**config.mk**
```make
export PLATFORM = sky130hd
export DESIGN_NAME = rv32_bus_arbiter
export DESIGN_NICKNAME = d
export VERILOG_FILES = /design/src/rtl/rv32_bus_pkg.sv /design/src/rtl/rv32_bus_fairness.sv /design/src/rtl/rv32_bus_arbiter.sv
export SDC_FILE = /design/constraint.sdc
export NUM_CORES = 1
export LEC_CHECK = 0
export CAP_MARGIN = 0
export CORE_AREA = 2 2 107 109
export DETAILED_ROUTE_END_ITERATION = 10
export DIE_AREA = 0 0 109 111
export DONT_BUFFER_PORTS = 1
export PLACE_DENSITY = 0.76
export SYNTH_ARGS = -nofsm -noshare
export SYNTH_HDL_FRONTEND = slang
export SYNTH_SLANG_ARGS = --single-unit
```
**constraint.sdc**
```tcl
create_clock -name clk -period 2.05 [get_ports clk]
set_input_delay 0.41 -clock clk [delete_from_list [all_inputs] [get_ports clk]]
set_output_delay 0.41 -clock clk [all_outputs]
set_load 0.01 [all_outputs]
```
**src/rtl/rv32_bus_pkg.sv**
```systemverilog
`default_nettype none
// +----------------------------------------------------------------------+
// | rv32_bus_pkg : shared types and widths for the rv32 bus arbiter       |
// | Rev 1.0                                                               |
// +----------------------------------------------------------------------+
package rv32_bus_pkg;

  localparam int ADDR_W = 32;
  localparam int DATA_W = 32;
  localparam int MASK_W = 4;

  typedef enum logic [1:0] {
    IDLE = 2'd0,
    BUSY = 2'd1,
    DONE = 2'd2
  } state_e;

  typedef enum logic {
    OWNER_INSTR = 1'b0,
    OWNER_DATA  = 1'b1
  } owner_e;

endpackage
`default_nettype wire

```
**src/rtl/rv32_bus_fairness.sv**
```systemverilog
`default_nettype none
// +----------------------------------------------------------------------+
// | rv32_bus_fairness : data-priority grant with bounded fetch starvation |
// | Rev 1.0                                                               |
// +----------------------------------------------------------------------+
module rv32_bus_fairness #(
  parameter int MAX_DATA_STREAK = 4
) (
  input  logic clk,
  input  logic reset_n,
  input  logic instr_req_i,
  input  logic data_req_i,
  input  logic grant_i,
  output logic grant_instr_o
);

  localparam logic [3:0] c_max_streak = MAX_DATA_STREAK[3:0];

  logic [3:0] streak_q;
  logic [3:0] streak_d;

  // Streak never exceeds the limit: reaching it forces the next grant to fetch.
  assign grant_instr_o = instr_req_i & (~data_req_i | (streak_q == c_max_streak));

  always_comb begin
    streak_d = streak_q;
    if (grant_i) begin
      if (grant_instr_o || !instr_req_i) begin
        streak_d = 4'd0;
      end else begin
        streak_d = streak_q + 4'd1;
      end
    end
  end

  always_ff @(posedge clk or negedge reset_n) begin
    if (!reset_n) begin
      streak_q <= 4'd0;
    end else begin
      streak_q <= streak_d;
    end
  end

endmodule
`default_nettype wire

```
**src/rtl/rv32_bus_arbiter.sv**
```systemverilog
`default_nettype none
// +----------------------------------------------------------------------+
// | rv32_bus_arbiter : shares one memory bus between fetch and data ports |
// | Rev 1.0                                                               |
// +----------------------------------------------------------------------+
module rv32_bus_arbiter
  import rv32_bus_pkg::*;
#(
  parameter int MAX_DATA_STREAK = 4
) (
  input  logic              clk,
  input  logic              reset_n,
  input  logic              instr_read_in,
  input  logic [ADDR_W-1:0] instr_address_in,
  output logic              instr_ready_out,
  output logic [DATA_W-1:0] instr_read_value_out,
  input  logic              data_read_in,
  input  logic              data_write_in,
  input  logic [MASK_W-1:0] data_write_mask_in,
  input  logic [ADDR_W-1:0] data_address_in,
  input  logic [DATA_W-1:0] data_write_value_in,
  output logic              data_ready_out,
  output logic [DATA_W-1:0] data_read_value_out,
  output logic              bus_read_out,
  output logic [MASK_W-1:0] bus_write_mask_out,
  output logic [ADDR_W-1:0] bus_address_out,
  output logic [DATA_W-1:0] bus_write_value_out,
  input  logic [DATA_W-1:0] bus_read_value_in,
  input  logic              bus_ack_in
);

  state_e            state_q, state_d;
  owner_e            owner_q, owner_d;
  logic              bus_read_q, bus_read_d;
  logic [MASK_W-1:0] bus_mask_q, bus_mask_d;
  logic [ADDR_W-1:0] bus_addr_q, bus_addr_d;
  logic [DATA_W-1:0] bus_wdata_q, bus_wdata_d;
  logic [DATA_W-1:0] instr_rdata_q, instr_rdata_d;
  logic [DATA_W-1:0] data_rdata_q, data_rdata_d;
  logic              instr_ready_q, instr_ready_d;
  logic              data_ready_q, data_ready_d;

  logic w_data_req;
  logic w_arb;
  logic w_ack;
  logic w_grant_instr;

  assign w_data_req = data_read_in | data_write_in;
  assign w_arb      = (state_q == IDLE) & (instr_read_in | w_data_req);
  assign w_ack      = (state_q == BUSY) & bus_ack_in;

  rv32_bus_fairness #(
    .MAX_DATA_STREAK(MAX_DATA_STREAK)
  ) u_fairness (
    .clk          (clk),
    .reset_n      (reset_n),
    .instr_req_i  (instr_read_in),
    .data_req_i   (w_data_req),
    .grant_i      (w_arb),
    .grant_instr_o(w_grant_instr)
  );

  always_ff @(posedge clk or negedge reset_n) begin
    if (!reset_n) begin
      state_q <= IDLE;
    end else begin
      state_q <= state_d;
    end
  end

  always_comb begin
    state_d = state_q;
    case (state_q)
      IDLE:    if (w_arb) state_d = BUSY;
      BUSY:    if (w_ack) state_d = DONE;
      DONE:    state_d = IDLE;
      default: state_d = IDLE;
    endcase
  end

  always_comb begin
    owner_d       = owner_q;
    bus_read_d    = bus_read_q;
    bus_mask_d    = bus_mask_q;
    bus_addr_d    = bus_addr_q;
    bus_wdata_d   = bus_wdata_q;
    instr_rdata_d = instr_rdata_q;
    data_rdata_d  = data_rdata_q;
    instr_ready_d = 1'b0;
    data_ready_d  = 1'b0;
    if (w_arb) begin
      if (w_grant_instr) begin
        owner_d     = OWNER_INSTR;
        bus_read_d  = 1'b1;
        bus_mask_d  = '0;
        bus_addr_d  = instr_address_in;
        bus_wdata_d = '0;
      end else begin
        // A write takes precedence over a simultaneous read flag.
        owner_d     = OWNER_DATA;
        bus_read_d  = ~data_write_in;
        bus_mask_d  = data_write_in ? data_write_mask_in : '0;
        bus_addr_d  = data_address_in;
        bus_wdata_d = data_write_value_in;
      end
    end
    if (w_ack) begin
      if (owner_q == OWNER_INSTR) begin
        instr_ready_d = 1'b1;
        if (bus_read_q) instr_rdata_d = bus_read_value_in;
      end else begin
        data_ready_d = 1'b1;
        if (bus_read_q) data_rdata_d = bus_read_value_in;
      end
      bus_read_d  = 1'b0;
      bus_mask_d  = '0;
      bus_addr_d  = '0;
      bus_wdata_d = '0;
    end
  end

  always_ff @(posedge clk or negedge reset_n) begin
    if (!reset_n) begin
      owner_q       <= OWNER_INSTR;
      bus_read_q    <= 1'b0;
      bus_mask_q    <= '0;
      bus_addr_q    <= '0;
      bus_wdata_q   <= '0;
      instr_rdata_q <= '0;
      data_rdata_q  <= '0;
      instr_ready_q <= 1'b0;
      data_ready_q  <= 1'b0;
    end else begin
      owner_q       <= owner_d;
      bus_read_q    <= bus_read_d;
      bus_mask_q    <= bus_mask_d;
      bus_addr_q    <= bus_addr_d;
      bus_wdata_q   <= bus_wdata_d;
      instr_rdata_q <= instr_rdata_d;
      data_rdata_q  <= data_rdata_d;
      instr_ready_q <= instr_ready_d;
      data_ready_q  <= data_ready_d;
    end
  end

  assign instr_ready_out      = instr_ready_q;
  assign instr_read_value_out = instr_rdata_q;
  assign data_ready_out       = data_ready_q;
  assign data_read_value_out  = data_rdata_q;
  assign bus_read_out         = bus_read_q;
  assign bus_write_mask_out   = bus_mask_q;
  assign bus_address_out      = bus_addr_q;
  assign bus_write_value_out  = bus_wdata_q;

endmodule
`default_nettype wire

```
Yosys cells after proc, flatten, opt, wreduce, memory -nomap -nowiden --
Cells that the tools add are included.
Word-level totals: bits in registers 142, input port bits 138, output and inout port bits 135, logic and storage cells 54
Operators by class: $add $sub $neg 1, eq/ne operators 4, muxes and demuxes 22, bitwise logic cells 9, reductions and logical operators 7
Operator list (number):
- 32-bit 2-to-1 mux | 6
- 4-bit 2-to-1 mux | 5
- 1-bit 2-to-1 mux | 8
- 3-bit AND reduction | 2
- 4-bit by 1-bit adder with 4-bit output, second input constant | 1
- 4-bit by 3-bit equality test with 1-bit output, second input constant | 1
- 2-bit 2-to-1 mux | 2
- 2-bit one-hot mux with 2 select lines | 1
- 1-bit AND | 3
- 1-bit NOT | 3
- 1-bit bitwise OR | 3
- 2-bit by 1-bit equality test with 1-bit output, second input constant | 1
- 2-bit zero test | 1
- 2-bit by 1-bit != test with 1-bit output, second input constant | 1
- 2-bit != test, second input constant | 1
- 2-bit AND reduction | 1
- 2-bit nonzero test | 1
- 1-bit zero test | 1
- 1-bit logical OR | 1

Depth between registers and ports, before layout --
depth in word-level cells 7, depth in mapped cells 7, gate-level depth less buffers 5

Hierarchy --
From an unflattened synthesis, not the netlist that was laid out.
Unflattened totals: cells, all modules 405, area, all modules 5781.8 sq um
By module, submodules not included:
- rv32_bus_arbiter | times used 1, cells an instance 381, area an instance 5534.1 sq um
- rv32_bus_fairness | times used 1, cells an instance 24, area an instance 247.7 sq um

Worst setup path after synthesis --
OpenSTA, ideal clock, no wires.
kind register to register, from register u_fairness.streak_q[0], to register bus_addr_q[10] (netlist: bus_address_out[10]), data arrival time 1.512 ns, setup slack 0.472 ns, cell stages (with the launch flop) 8, path buffers 2, cell sequence dfrtp_1 > inv_1 > ha_1 > and4b_1 > buf_2 > buf_2 > nor4b_1 > a221o_1
Between the ends: word-level cells in the longest chain between the ends 6
Ends and longest elaborated chain:
- start, declared | line rv32_bus_fairness.sv:19 | logic [3:0] streak_q;
- start signal, assigned | line rv32_bus_fairness.sv:40 | streak_q <= streak_d;
- 4-bit by 3-bit equality test with 1-bit output | line rv32_bus_fairness.sv:23 | assign grant_instr_o = instr_req_i & (~data_req_i | (streak_q == c_max_streak));
- 1-bit bitwise OR | line rv32_bus_fairness.sv:23
- 1-bit AND | line rv32_bus_fairness.sv:23
- 32-bit 2-to-1 mux | line rv32_bus_arbiter.sv:92 | if (w_grant_instr) begin
- 32-bit 2-to-1 mux | line rv32_bus_arbiter.sv:91 | if (w_arb) begin
- 32-bit 2-to-1 mux | line rv32_bus_arbiter.sv:107 | if (w_ack) begin
- end signal, assigned | line rv32_bus_arbiter.sv:137 | bus_addr_q <= bus_addr_d;
- end, declared | line rv32_bus_arbiter.sv:36 | logic [ADDR_W-1:0] bus_addr_q, bus_addr_d;
No other way between the ends. The select of a mux whose other input is x is not followed. A chain may end at the register's enable or synchronous reset.

Worst setup path after layout --
from register u_fairness.streak_q[0], to register bus_addr_q[21] (netlist: bus_address_out[21])
The elaborated chain is that of the path after synthesis.

==> reports/results.txt <==
Status: finished, violations left
Failing checks: negative hold slack
GRT overflow: 0
Setup tns final: 0 ns
CTS Buffer Depth: 2
Routed len/inst: 24.1 um
Number of synthesized flops with an enable pin: 0
Post-DP HPWL: 8930 um
Core Region: 11100 um2
Layout Utilization: 57.1%
Drt pass-1 iters: 4
Setup bufs post-CTS: 0
Primary FF master, synth: dfrtp_1
Kind of critical path: register to register
Worst Max-Slew Pin Slew: 0.637 ns
Largest net degree at the start of global routing: 143
# nets final: 517
Crit path setup slack, layout: 0.245 ns
DRT antenna net count: 0
Sequential share of the synthesized area: 62.5%
Post-CTS sizing: 0
Clock buffer count from CTS: 17
Leading cell type by number of instances after synthesis: dfrtp_1
Largest stage delay on the critical path: 0.43 ns
Pins Over Slew Limit: 0
Die area: 12100 um2
IO Port Bufs: 0
Slew HR: 57.1%
Routed vias/inst: 6.40
Sink Count: 142
Sw power: 0.00386 W
Initial Util: 51.3%
Final Skew: 0.00820 ns
Dpl ws: 0.231 ns
# fillers: 859
Root buffer cell: clkbuf_16
Top post-synthesis cells by area: dfrtp_1 63%, mux2_2 13%, a221o_1 5.6%, a22o_1 5.5%, nor4b_1 4.9%
Synth-to-Final Area Change: 11.3%
GR Util All Layers: 21.1%
Clk pwr share: 24.4%
Asr flop ratio synth: 100%
Final hold vios: 142
Sequential power share: 52.5%
Critical Path, Cell by Cell: inv_1 -> ha_1 -> and4b_1 -> buf_12 -> nor4b_1 -> a221o_1
Vias in the first global route: 3616
Synth Warn #: 0
Maximum vdd ir drop: 0.800 mV
Int Pwr: 0.00712 W
RSZ-0062 raised after global routing: false
Critical Path Fanout Max: 32
Min Clock Period, post-route: 1.81 ns
CP required: 2.39 ns
Syn Inst Count: 380
Fin Hold WS: -0.297 ns
Final setup fails: 0
First-pass GRT wire length: 19200 um
Crit. End Element: register
Initial DRC Count: 241
Clock latency on the worst-skew pair: 0.40 ns
Worst path slowest cell: nor4b_1
H-tree Lvls: 4
Sw frac: 35.2%
Row count: 39
GP Congestion: 0.818
Worst hold path class: input port to async pin
Die Wd: 109 um
IO Count: 273
Initial antenna violation count: 1
Synth cell count leaders: 142 x dfrtp_1, 64 x mux2_2, 36 x a22o_1, 32 x a221o_1, 32 x nor4b_1
Reg area: 3550 um2
CTS clk-pin slew, worst paths: 0.06 ns
LEAKAGE: 2.78 nW
Synthesized Nets: 520
Total number of vias: 3405
Setup crit start kind: register
Gate power share: 23.1%
Fmax achieved: 0.554 GHz
Max-cap violations: 0
Library cells used by synthesis: 35
Share of cells above drive strength 1: 28.6%
Die height: 111 um
Synth Cell Area: 5680 um2
Yosys top cell area share: 62.5%
FF-to-FF setup slack: 0.24 ns
Power Dens Cells: 1740 nW/um2
Clock tree from TritonCTS: built
DRC viols: 0
Seq cells post-synth: 142
Syn Area/Cell: 15.0 um2
Crit path arrival time: 2.15 ns
Area leader, netlist: dfrtp_1
Fin crit share: 88.1%
Multi-input logic area: 1920 um2
Total wire length: 12800 um
## cells in the final DEF, fill, tap and decap left out, types with 2 or more instances in the layout
cell type	instances
dfrtp_1	142
mux2_2	64
nor4b_1	32
or2_2	3
buf_12	5
nand4_1	3
buf_4	3
nor2_1	2
inv_1	6
a22o_1	36
a221o_1	32
nand3_1	2
clkinv_4	3
clkbuf_8	2
clkinvlp_4	2
clkbuf_16	17
ha_1	2
clkinv_2	6
o21ai_0	7
## metrics by stage
step                std cells  hold slack, ns  power (W)  area [um2]
floorplan                 380           0.114    0.00763        5680
finish                    532          -0.297     0.0110        6330
CTS                       531          -0.322     0.0111        6320
global route              532          -0.329     0.0116        6330
global placement          501           0.118    0.00816        5800
detailed placement        501           0.118    0.00837        5800
## registers in the layout, indices dropped and copies added, names as in the netlist
signal	cells
state_q	2
bus_write_mask_out	4
data_read_value_out	32
data_ready_out	1
bus_address_out	32
u_fairness.streak_q	4
instr_ready_out	1
bus_read_out	1
owner_q	1
bus_write_value_out	32
instr_read_value_out	32
## power by group through the flow
stage,registers (W),logic [W],clock network (W)
2_1_floorplan,0.00543,0.00220,0
3_3_place_gp,0.00576,0.00240,0
3_5_place_dp,0.00579,0.00258,0
4_1_cts,0.00578,0.00256,0.00274
5_1_grt,0.00592,0.00277,0.00291
6_report,0.00577,0.00254,0.00268
## routing by layer
metal / global-route usage, % / vias up / share of wire (%)
li1: - / 1462 / -
met1: 23.6 / 1704 / 37
met2: 34.5 / 213 / 49
met3: 9.41 / 26 / 12
met4: 8.97 / 0 / 2.4
met5: 0 / - / 0
## kinds of logic (layout without fill, tap and decap cells)
group | Yosys count | in the layout | share of synthesized area (%)
simple gates | 54 | 54 | 7.69
mux | 64 | 64 | 12.7
fa+ha+maj | 2 | 2 | 0.440
compound gates | 82 | 82 | 12.9
other cells | 0 | 1 | 0
flops | 142 | 142 | 62.5
buf+inv | 36 | 44 | 3.77
## final timing paths
| path | startpoint | to | cells past startpoint |
|---|---|---|---|
| worst max-delay path | u_fairness.streak_q[0] | bus_address_out[21] | 6 |
| worst min-delay path | reset_n | data_read_value_out[21] | 0 |
| worst max register to register | u_fairness.streak_q[0] | bus_address_out[21] | 6 |
| worst min register to register | u_fairness.streak_q[1] | u_fairness.streak_q[1] | 1 |
| max in group asynchronous | reset_n | bus_write_value_out[3] | 0 |
| min in group clk | bus_ack_in | state_q[0] | 1 |
## worst max-delay path: cells and delay by family (launching register included)
family | cells | cell delay [ns]
AND/OR/NAND/NOR | 2 | 0.70
buffers and inverters | 2 | 0.27
AO/OA/AOI/OAI | 1 | 0.17
adder cells (fa/ha/maj) | 1 | 0.20
flip-flops | 1 | 0.40
## layout make-up
type / count / area share [%]
Antenna cell: 1 / 0.0396
Clock buffer: 19 / 7.16
Clock inverter: 11 / 1.13
Inverter: 6 / 0.356
Multi-Input combinational cell: 202 / 30.4
Sequential cell: 142 / 56.2
Tap cell: 143 / 2.83
Timing Repair Buffer: 8 / 1.94
Note: power is estimated with default switching activity, not from simulation.
